<file path="src/rtl/fetch_pc_unit.sv">
// Instruction-fetch front end: PC register, single-outstanding imem requests, 2-entry response FIFO.
// Optional IF_MISALIGN_CHECK_EN: misaligned redirect targets raise a sticky flag and halt fetch.
module fetch_pc_unit #(
    parameter logic [31:0] RESET_PC = 32'h0100_0000
) (
    input  logic        clk,
    input  logic        rst_n,
    input  logic        pc_sel,
    input  logic [31:0] redirect_pc,
    output logic        imem_req_valid,
    input  logic        imem_req_ready,
    output logic [31:0] imem_addr,
    input  logic        imem_rsp_valid,
    input  logic [31:0] imem_rsp_data,
    output logic        if_valid,
    input  logic        if_ready,
    output logic [31:0] if_pc,
    output logic [31:0] if_instr,
    output logic        if_misaligned
);

    typedef enum logic {S_ISSUE = 1'b0, S_WAIT = 1'b1} state_t;

    state_t      r_state;
    state_t      w_state_nxt;
    logic [31:0] r_pc;
    logic [31:0] r_issued_pc;
    logic        r_discard;
    logic [31:0] r_fifo_pc    [2];
    logic [31:0] r_fifo_instr [2];
    logic        r_rd_ptr;
    logic        r_wr_ptr;
    logic [1:0]  r_count;

    logic        w_outstanding;
    logic        w_credit;
    logic        w_hold;
    logic        w_req_fire;
    logic        w_rsp_take;
    logic        w_push;
    logic        w_pop;

    assign w_outstanding = (r_state == S_WAIT);
    assign w_credit      = (({1'b0, r_count} + {2'b00, w_outstanding}) < 3'd2);
    assign w_req_fire    = imem_req_valid & imem_req_ready;
    assign w_rsp_take    = (r_state == S_WAIT) & imem_rsp_valid;
    assign w_push        = w_rsp_take & ~r_discard & ~pc_sel;
    assign w_pop         = (r_count != 2'd0) & if_ready & ~pc_sel;

`ifdef IF_MISALIGN_CHECK_EN
    logic r_misaligned;

    always_ff @(posedge clk or negedge rst_n) begin
        if (!rst_n) begin
            r_misaligned <= 1'b0;
        end else if (pc_sel) begin
            r_misaligned <= |redirect_pc[1:0];
        end
    end

    assign w_hold        = r_misaligned;
    assign if_misaligned = r_misaligned;
`else
    logic w_unused_lo;

    assign w_unused_lo   = ^redirect_pc[1:0];
    assign w_hold        = 1'b0;
    assign if_misaligned = 1'b0;
`endif

    always_ff @(posedge clk or negedge rst_n) begin
        if (!rst_n) begin
            r_state <= S_ISSUE;
        end else begin
            r_state <= w_state_nxt;
        end
    end

    // A redirect never leaves WAIT on its own: the in-flight word still has to come back.
    always_comb begin
        w_state_nxt = r_state;
        case (r_state)
            S_ISSUE: if (w_req_fire)     w_state_nxt = S_WAIT;
            S_WAIT:  if (imem_rsp_valid) w_state_nxt = S_ISSUE;
            default: w_state_nxt = S_ISSUE;
        endcase
    end

    // rst_n gates the request so nothing is offered to memory while reset is held.
    always_comb begin
        imem_req_valid = rst_n & (r_state == S_ISSUE) & w_credit & ~pc_sel & ~w_hold;
        imem_addr      = r_pc;
    end

    always_ff @(posedge clk or negedge rst_n) begin
        if (!rst_n) begin
            r_pc        <= RESET_PC;
            r_issued_pc <= 32'd0;
        end else if (pc_sel) begin
            r_pc <= {redirect_pc[31:2], 2'b00};
        end else if (w_req_fire) begin
            r_pc        <= r_pc + 32'd4;
            r_issued_pc <= r_pc;
        end
    end

    always_ff @(posedge clk or negedge rst_n) begin
        if (!rst_n) begin
            r_discard <= 1'b0;
        end else if (pc_sel) begin
            r_discard <= (r_state == S_WAIT) & ~imem_rsp_valid;
        end else if (w_rsp_take) begin
            r_discard <= 1'b0;
        end
    end

    always_ff @(posedge clk or negedge rst_n) begin
        if (!rst_n) begin
            r_rd_ptr <= 1'b0;
            r_wr_ptr <= 1'b0;
            r_count  <= 2'd0;
            for (int i = 0; i < 2; i++) begin
                r_fifo_pc[i]    <= 32'd0;
                r_fifo_instr[i] <= 32'd0;
            end
        end else if (pc_sel) begin
            r_rd_ptr <= 1'b0;
            r_wr_ptr <= 1'b0;
            r_count  <= 2'd0;
        end else begin
            if (w_push) begin
                r_fifo_pc[r_wr_ptr]    <= r_issued_pc;
                r_fifo_instr[r_wr_ptr] <= imem_rsp_data;
                r_wr_ptr               <= ~r_wr_ptr;
            end
            if (w_pop) begin
                r_rd_ptr <= ~r_rd_ptr;
            end
            case ({w_push, w_pop})
                2'b10:   r_count <= r_count + 2'd1;
                2'b01:   r_count <= r_count - 2'd1;
                default: r_count <= r_count;
            endcase
        end
    end

    assign if_valid = (r_count != 2'd0);
    assign if_pc    = r_fifo_pc[r_rd_ptr];
    assign if_instr = r_fifo_instr[r_rd_ptr];

endmodule

</file>
<file path="config.mk">
export PLATFORM = sky130hd
export DESIGN_NAME = fetch_pc_unit
export DESIGN_NICKNAME = d
export VERILOG_FILES = /design/src/rtl/fetch_pc_unit.sv
export SDC_FILE = /design/constraint.sdc
export NUM_CORES = 1
export LEC_CHECK = 0
export ABC_AREA = 1
export BUFFER_PORTS_ARGS = -buffer_cell sky130_fd_sc_hd__buf_2
export CORE_MARGIN = 3
export CORE_UTILIZATION = 46
export CTS_BUF_LIST = sky130_fd_sc_hd__clkbuf_16
export DETAILED_ROUTE_END_ITERATION = 10
export HOLD_SLACK_MARGIN = 0.05
export PLACE_DENSITY_LB_ADDON = 0.15
export SYNTH_ARGS = -nofsm -noshare
export SYNTH_HDL_FRONTEND = slang
export SYNTH_SLANG_ARGS = --single-unit
</file>
<file path="constraint.sdc">
create_clock -name clk -period 3 [get_ports clk]
set_input_delay 0.15 -clock clk [delete_from_list [all_inputs] [get_ports clk]]
set_output_delay 0.15 -clock clk [all_outputs]
set_load 0.05 [all_outputs]
</file>
## Word level (Yosys, flattened, before mapping)

Index checks and enable logic that the tools add are counted.

| word-level totals | value |
|---|---|
| bits of input ports | 70 |
| flip-flop bits (word level) | 198 |
| word-level logic and storage cells | 71 |
| output and inout port bits | 99 |
| ROM bits | 0 |
| memory bits (writable) | 0 |
| memories | 0 |
| bits in latches | 0 |

| cells by class | value |
|---|---|
| shifts and indexed selects | 0 |
| divide/modulo/power cells | 0 |
| eq/ne operators | 2 |
| $add $sub $neg | 4 |
| magnitude comparators | 4 |
| bitwise gates (word level) | 18 |
| muxes and demuxes | 23 |
| reductions and logical operators | 9 |
| multipliers | 0 |

Operators with widths:

| kind | number |
|---|---|
| $mux 32 | 9 |
| $bwmux 64 | 2 |
| $add 32x3->32 const B | 1 |
| $demux 32 s1 | 1 |
| $and 1x1->1 | 10 |
| $reduce_bool 2->1 | 5 |
| $mux 1 | 8 |
| $not 1->1 | 6 |
| $ge 2x2->1 const B | 2 |
| $not 1->2 | 2 |
| $pmux 2 s2 | 1 |
| $reduce_and 2->1 | 2 |
| $add 2x1->3 | 1 |
| $lt 3x2->1 const B | 1 |
| $reduce_bool 3->1 | 1 |
| $add 2x1->2 const B | 1 |
| $eq 2x1->1 const B | 1 |
| $eq 2x2->1 const B | 1 |
| $lt 2x1->1 const B | 1 |
| $mux 2 | 1 |
| $pmux 1 s2 | 1 |
| $sub 2x1->2 const B | 1 |
| $logic_and 1x1->1 | 1 |

## Logic depth before layout (Yosys ltp)

Gate-level depths: netlist (run 1).

| logic depth | value |
|---|---|
| word-level depth | 7 |
| mapped depth | 9 |
| gate-level depth less buffers | 8 |

## Worst setup path after synthesis (run 1)

No wires, ideal clock.

| timing | value |
|---|---|
| path kind | register -> register |
| from | register r_pc[3], in the netlist imem_addr[3] |
| to | register r_pc[22], in the netlist imem_addr[22] |
| slack | 1250 ps |
| arrival time | 1626 ps |
| clock period less this slack | 1750 ps |
| buffers on the path | 0 |
| required time | 2876 ps |
| setup time | 124 ps |
| stages on the path, launching flop included | 9 |
| path through | dfrtp_1 ha_1 nand2_1 nor2_1 nand2_1 nor2_1 nand2_1 nand2_1 nand3_1 |

| between the ends | value |
|---|---|
| longest elaborated chain between the ends | 3 |

RTL lines:

| what | RTL line | text |
|---|---|---|
| start, declared | 26 | `logic [31:0] r_pc;` |
| start signal, assigned | 100 | `r_pc <= {redirect_pc[31:2], 2'b00};` |
| start signal, assigned | 102 | `r_pc <= r_pc + 32'd4;` |
| $add 32x3->32 | 102 |  |
| $mux 32 | 101 | `end else if (w_req_fire) begin` |
| $mux 32 | 99 | `end else if (pc_sel) begin` |

No other way between the ends. The select of a mux whose other input is x is not followed.
A chain may end at the register's enable or synchronous reset.

## Worst setup path after layout (run 1)

| timing | value |
|---|---|
| from | register r_rd_ptr |
| to | output if_instr[12] |

| between the ends | value |
|---|---|
| longest elaborated chain between the ends | 4 |

RTL lines:

| what | RTL line | text |
|---|---|---|
| start, declared | 31 | `logic r_rd_ptr;` |
| start signal, assigned | 137 | `r_rd_ptr <= ~r_rd_ptr;` |
| $not 1->2 (implied by the code) | 149 | `assign if_instr = r_fifo_instr[r_rd_ptr];` |
| $mux 32 (implied by the code) (3 in a row) | 149 |  |
| end, declared | 18 | `output logic [31:0] if_instr,` |

No other way between the ends. The select of a mux whose other input is x is not followed.

==> results of run 1 <==
-- flip-flops by register name (all words and copies together), names as in the netlist --
name / count
r_discard: 1
r_fifo_pc: 60
r_state: 1
imem_addr: 30
r_fifo_instr: 64
r_wr_ptr: 1
r_count: 2
r_issued_pc: 30
r_rd_ptr: 1
-- layout by cell type, fill, tap and decap left out, types with 11 or more instances in the layout --
cell type and instances:
nand3_1 61, dfrtp_1 188, dlygate4sd3_1 57, nor2_4 11
a21oi_1 15, nand2_1 496, clkinv_1 12, o21ai_0 150
inv_1 127, clkbuf_16 17, nor2_1 59, buf_2 160
o21ai_1 11
-- worst max-delay path, stage by stage, from the launching register on --
cell and delay, ns:
dfrtp_2 0.40, inv_2 0.35, buf_4 0.41, nand2_1 0.09, nand2_1 0.08, buf_2 0.27
-- routing by layer --
metal	up-vias	GRT usage	routed length, um
met3	22	0.0318	1030
met4	0	0.0541	336
met5	-	0	0
met2	195	0.316	9460
li1	4127	-	-
met1	3604	0.303	11000
-- what timing repair did --
action	in CTS	in global routing
hold buffers	57	0
buffers inserted	0	0
gates resized for setup	0	0
endpoints found under the hold margin	149	0
-- area by class of cell --
class,count,share of cell area
multi-input combinational,828,0.319
clock inverter,14,0.00958
sequential,190,0.423
clock buffer,17,0.0379
timing repair buffer,231,0.135
tap,260,0.0290
inverter,136,0.0454
-- where the power goes --
group          total [mW]  switching (mW)  internal, mW
Combinational        2.81            2.11         0.709
Sequential           3.39           0.310          3.08
Clock                2.05           0.932          1.12
-- cells by family after synthesis --
logic type	after synthesis
other	1
flip-flops	190
AO/OA/AOI/OAI	180
XOR/XNOR	1
buffers and inverters	197
AND/OR/NAND/NOR	641
adder cells (fa/ha/maj)	1
-- worst max path at each step --
stage | end | from | slack, ns | cells past startpoint
3_5_place_dp | if_instr[3] | r_rd_ptr | 1.23 | 5
4_1_cts | if_instr[3] | r_rd_ptr | 0.78 | 5
5_1_grt | if_instr[9] | r_rd_ptr | 0.66 | 5
6_report | if_instr[12] | r_rd_ptr | 0.81 | 5
3_3_place_gp | imem_addr[7] | rst_n | 1.22 | 8
2_1_floorplan | imem_addr[22] | imem_addr[3] | 1.25 | 8
-- stage by stage --
step / worst slack (ns) / utilization / instance area (sq um) / power, mW
floorplan: 1.25 / - / 9150 / 5.48
finish: 0.808 / 0.589 / 11200 / 8.26
detailed placement: 1.23 / 0.531 / 10100 / 6.21
CTS: 0.776 / 0.589 / 11200 / 8.35
global placement: 1.22 / 0.531 / 10100 / 6.17
global route: 0.659 / 0.589 / 11200 / 8.77
==> results by stage, run 1 <==
Outcome:
- The flow ran to the end, and the final reports show no timing, DRC or antenna violations.

Drt:
- For this run, design rule violations remaining after detail routing come to 0.
- The final layout contains routed wiring with a total length of 21,800 um.
- Dividing the detail-routed via count by the number of cells gives 4.74.
- The initial DRC count is approximately 440.
- In the final routed layout, each cell accounts on average for ~13 um.
- Across all layers, the routed design uses ~8,000 vias.
- The first detailed-routing pass took 5 iterations.
- Once detail routing completed, the nets flagged for antenna violations numbered 0.

Worst setup path:
- The worst setup slack for register-to-register paths is ~1.3 ns.
- The category of the critical setup timing path is flop to primary output.
- The cell depth of the worst flop-to-flop path is 6.
- The startpoint kind of the worst setup timing path is a flop.
- The data arrival time of the critical path is about 2.0 ns.
- STA puts the critical path data required time at between 2 and 3 ns.
- The endpoint class of the critical path is a primary output.
- The worst register-to-register path ends at r_fifo_instr[50].
- The worst register-to-register path begins at r_state.
- The maximum fanout along the worst path is 29.

Final layout:
- The finished layout holds ~1,700 standard cells, fillers aside.
- The fraction of final layout cells with drive strength greater than 1 is 0.159.
- The number of antenna diodes is 0.
- The multi-input combinational cells in the finished layout cover a total of 3590 sq um.
- The signed area change from the synthesized netlist to the final layout is 23.0%.
- After filler insertion, the fill cell instance count of the layout stands at between 1,500 and 2,000.
- At the end of the flow, the number of nets in the layout was approximately 1,500.
- The total area of sequential cells is ~4800 sq um.

Hold path:
- The min-delay analysis places its worst path in the category primary input to flop.
- The startpoint identified for the worst hold timing path is redirect_pc[22].
- For hold timing, the worst endpoint is imem_addr[22].
- The depth of the worst hold-timing path is 5.

Clock network:
- The CTS tree is done.
- The tree is rooted in a clkbuf_16.
- The buffer levels on the longest clock path is 2.
- The total CTS buffers is 17.
- The clock-pin slew reported for the worst setup and hold paths after clock tree synthesis is around 0.070 ns.
- The clock latency reported for the late side of the worst-skew pair is 0.42 ns.
- The total clock sinks is 190.
- The number of H-tree branching levels is 4.

Synth:
- For this run, the leading register cell type out of synthesis is dfrtp_1.
- The synthesized design contains 190 register bits.
- Yosys printed 0 warnings.
- For this run, the register share of the synthesized area comes to 0.521.
- The synthesized design contains 0 enable-type register cells.
- Synthesis produced a netlist whose cell count is between 1,000 and 1,500.
- The average cell area after synthesis is 7.54 sq um.
- The share of the synthesized area in compound gates (AO/OA/AOI/OAI) is 0.0997.
- The library cell with the highest instance count after synthesis is nand2_1.
- The portion of synthesized area spent on multiplexers is 0.
- By count the netlist is led by 496 x nand2_1, 189 x dfrtp_1, 150 x o21ai_0.
- Of the total synthesized cell area, the portion taken by XOR and XNOR cells is 0.000959.
- The top-area cell type share of the netlist area is 0.518.
- The biggest area contributor in the post-synthesis netlist is dfrtp_1.
- The number of different library cells used by synthesis comes to 27.
- By area the synthesized netlist is led by dfrtp_1 52%, nand2_1 20%, o21ai_0 8.2%.
- The adder-cell share of the synthesized area is 0.00137.
- The post-synthesis instance area is ~9100 sq um.
- Of the total synthesized cell area, the portion taken by AND, OR, NAND and NOR gates is 0.286.
- The async set or reset register ratio after synthesis is 1.00.
- The combinational family with the most area after synthesis is simple AND/OR/NAND/NOR gates.

Power and ir drop:
- The worst IR drop on VDD is 0.394 mV.
- The total power density per cell area is roughly 730 nW/um^2.
- The leakage power figure is 5.97 nW.

Global route:
- The aggregate global routing overflow is 0.
- The first global-routing pass estimated roughly 37,000 um of wire.
- The initial antenna violation count came to 0.
- Entering global routing, the biggest net connects just over 80 pins.
- The via count of the first global-routing pass is between 7,000 and 8,000.
- The combined global-route utilization of all metal layers is 0.205.

Placed design:
- The count of buffers added on input and output ports is between 150 and 200.
- The HPWL reported at the end of detailed placement is roughly 15,000 um.
- At the end of routability-driven placement, the weighted congestion stood at just under 0.9.
- Once placement completed, the tool counted placed cells totaling 1,588.

STA:
- Adding up every negative setup slack in the final design gives 0 ns.
- For the final database, setup skew stands at approximately 0.011 ns.
- Setup violations remaining at the end of the flow were counted as 0.
- The final hold violation count is 0.
- The minimum clock period after layout is ~2.2 ns.
- At the pin with the least slew margin, the transition time is 0.858 ns.
- Hold is met by 0.0593 ns.
- The period utilization is 0.731.
- The maximum achievable frequency is ~460 MHz.
- Setup repair after global routing left no endpoint under its margin.
- Measured against its own limit, the worst slew margin works out to 0.428.
- The final max-slew violation count is 0.

Floorplan:
- The number of rows created at floorplan is 50.
- The initial utilization of the core area, before any placement, comes to 0.479.
- The core footprint is 19,100 sq um.
- Measured along the x axis, the die boundary spans about 150 um.
- The die covers between 20,000 and 25,000 sq um.
- The number of primary I/O pins is 169.
- The floorplan step set the die height to between 100 and 150 um.

Flow run:
- The tool flagged a number of max-cap violations equal to 0.
No activity file was read; power rests on OpenSTA's default activity.
==> run 2: changes to the inputs <==
==> constraint.sdc (replaced) <==
create_clock -name clk -period 2.2 [get_ports clk]
set_input_delay 0.11 -clock clk [delete_from_list [all_inputs] [get_ports clk]]
set_output_delay 0.11 -clock clk [all_outputs]
set_load 0.05 [all_outputs]
==> run 2 against run 1 <==
  * Combinational power rose by 38%
  * Die area unchanged
  * Worst setup slack worse by 0.44 ns
  * Utilization grew 0.89 points
  * Clock skew is 0.0013 ns lower
  * Register-to-register slack got worse by 0.76 ns
  * Total power is 40% higher
  * Highest routed layer unchanged
  * Sequential power grew 36%
  * Cell count rose by 0.66%
==> results by stage, run 2 (same netlist as run 1, synthesis figures left out) <==
Global route:
- The pin count of the biggest net entering global routing was 161 (+96%).
- The combined global-route utilization of all metal layers is 0.208 (+0.00369).
- The via count of the first global-routing pass is 7,508 (+1.9%).
- The wire length of the first global-routing pass is 37,200 um (+1.8%).
- The aggregate global routing overflow was 0 (unchanged).
- The initial antenna violation count is 0 (unchanged).

STA:
- The setup violation total in the final timing report is 0 (unchanged).
- The setup total negative slack is 0 ns (unchanged).
- The final max-slew violation count is 0 (unchanged).
- The clock period could shrink to between 1.5 and 2 ns.
- The period utilization is 0.835.
- The final hold violation count was 0 (unchanged).
- The actual transition at the worst max-transition pin came to 0.847 ns (-0.0106 ns).
- The clock skew came to 0.00965 ns (-0.00132 ns).
- The normalized max-slew margin came to 0.435 (+0.00710).
- Setup repair after global routing left no endpoint under its margin.
- The maximum achievable frequency is about 540 MHz.

Clock network:
- The clock tree root driver cell is clkbuf_16.
- The buffer levels on the longest clock path was 2 (unchanged).
- The total clock sinks is 190 (unchanged).
- The post-CTS setup buffer count came to 0 (unchanged).
- The clock-pin slew reported for the worst setup and hold paths after clock tree synthesis came to 0.06 ns (about the same).
- The post-cts sizing count is 0 (unchanged).
- TritonCTS built the clock tree.
- The number of H-tree branching levels is 4 (unchanged).
- The clock latency reported for the late side of the worst-skew pair is 0.42 ns (about the same).
- The total CTS buffers is 17 (unchanged).

Worst setup path:
- The slowest stage of the critical path belongs to the cell dfrtp_2.
- Traced cell by cell, the critical path runs through inv_2, buf_4, nand2_1, nand2_1, buf_2.
- The most numerous cell type found on the critical path is nand2_1.
- The maximum fanout along the worst path is 36 (+24%).
- The endpoint required time on the critical path is 2.09 ns (-0.76 ns).
- The worst setup path is captured at a primary output.
- The critical path starts at r_rd_ptr.
- In this run the critical register-to-register path is launched from r_count[1].
- The category of the critical setup timing path is flop to primary output.
- The largest stage delay on the critical path is 0.43 ns (+0.02 ns).
- The data arrival time of the critical path is 1.73 ns (-0.31 ns).
- The startpoint kind of the worst setup timing path is a flop.

Final layout:
- The flip-flop count of the largest register after layout is 64 (unchanged).
- The area growth from synthesis to layout is 24.9%.
- The number of nets at the end of the flow is 1,485 (+0.68%).
- The library cells used most frequently in the layout, excluding fill and tap cells, are 496 x nand2_1, 188 x dfrtp_1, 160 x buf_2, 150 x o21ai_0, 128 x inv_1.
- More flip-flops sit in one register than any other, and that register is r_fifo_instr.
- The library cell used most frequently in the layout, excluding fill and tap cells, is nand2_1.
- The number of antenna diodes came to 0 (unchanged).
- The fraction of final layout cells with drive strength greater than 1 was 0.160 (+0.00158).
- The largest registers in the layout are r_fifo_instr: 64 flops, r_fifo_pc: 60 flops.

Drt:
- The detailed-routing iteration count for the pre-antenna-repair pass is 5 (unchanged).
- The detail-routed net length per standard cell is 13.1 um (+1.0%).
- The via density per instance is 4.76 (+0.45%).
- The total number of vias is 8,036 (+1.1%).
- The wire length reported by the detailed router is 22,200 um (+1.7%).
- The remaining number of nets flagged by the antenna check after routing is 0 (unchanged).
- The initial DRC count came to 557 (+26%).
- The total DRC errors in the routed layout was 0 (unchanged).

Floorplan:
- The overall die area is 21,600 sq um (unchanged).
- The starting utilization of the core area is 0.479 (unchanged).
- The number of rows created at floorplan came to 50 (unchanged).
- The core footprint is 19,100 sq um (unchanged).
- The die extent in y is 147 um (unchanged).
- The number of primary I/O pins is 169 (unchanged).
- The horizontal extent of the die is 147 um (unchanged).

Power and ir drop:
- The total power density per cell area is 1010 nW/um^2 (+38%).
- The leakage power figure is 6.06 nW (+1.5%).
- The worst IR drop on VDD is 0.508 mV (+29%).
- The overall power of the completed layout is 11.5 mW (+40%).

Hold path:
- In this run the most critical hold path is launched from pc_sel.
- The tightest min-delay check is of the primary input to flop type.

Placed design:
- The HPWL reported at the end of detailed placement is 14,700 um (-0.11%).
- The number of port buffers is 161 (unchanged).
- The last weighted congestion value of the routability-driven placer is 0.872 (-0.17%).

Flow run:
- The max-cap check violation count was 0 (unchanged).

Outcome:
- The flow ran to the end, and the final reports show no timing, DRC or antenna violations.
run 2: changes by cell type in the layout (fill, tap and decap cells not counted), sizes merged:
cell | before | now
dlygate4sd3 | 57 | 65
buf | 173 | 175
bufinv | 1 | 3
clkinv | 14 | 12
inv | 130 | 132
clkinvlp | 5 | 4
run 2: what timing repair did:
item                                    4_1_cts  5_1_grt
hold endpoints to repair                    127        0
hold buffers                                 65        0
endpoints found under the setup margin        0        0
run 2: worst paths after layout:
path                       cells past startpoint               end  slack, ns
setup reg to reg                               6      imem_addr[8]       0.50
hold reg to reg                                2     r_fifo_pc[63]       0.48
max in group asynchronous                      4  r_fifo_instr[31]       0.71
min in group asynchronous                      3  r_fifo_instr[54]       0.32
setup / recovery                               5       if_instr[6]       0.36
hold / removal                                 2         r_discard       0.08
run 2: area by class of cell:
class / count / area (sq um)
multi-input combinational: 828 / 3590
clock inverter: 15 / 158
clock buffer: 17 / 425
sequential: 190 / 4760
inverter: 136 / 510
fill: 1774 / 7670
timing repair buffer: 241 / 1640
tap: 260 / 325
run 2: critical path: cells and delay by family (launching register included):
kind	cells	cell delay [ns]
simple gates	2	0.20
buf+inv	3	0.67
flops	1	0.43
run 2: routing by layer:
metal	part of all wire	track usage	routed length, um
met5	0	0	0
met4	0.014	0.0573	302
met3	0.048	0.0308	1070
met2	0.45	0.323	10000
met1	0.49	0.308	10800
run 2: report_power, final:
group | switching (mW) | internal (mW) | total (mW) | leakage (nW)
Combinational | 2.89 | 0.982 | 3.87 | 3.34
Clock | 1.28 | 1.77 | 3.05 | 0.288
Sequential | 0.421 | 4.20 | 4.62 | 2.44
run 2: stage by stage:
stage	area (sq um)	utilization	hold WS, ns	setup WS [ns]	instances
floorplan	9150	-	-0.186	0.450	1215
global placement	10200	0.533	0.197	0.545	1590
detailed placement	10200	0.533	0.197	0.534	1590
CTS	11400	0.598	0.0634	0.320	1687
global route	11400	0.598	0.0799	0.230	1687
finish	11400	0.598	0.0797	0.363	1687
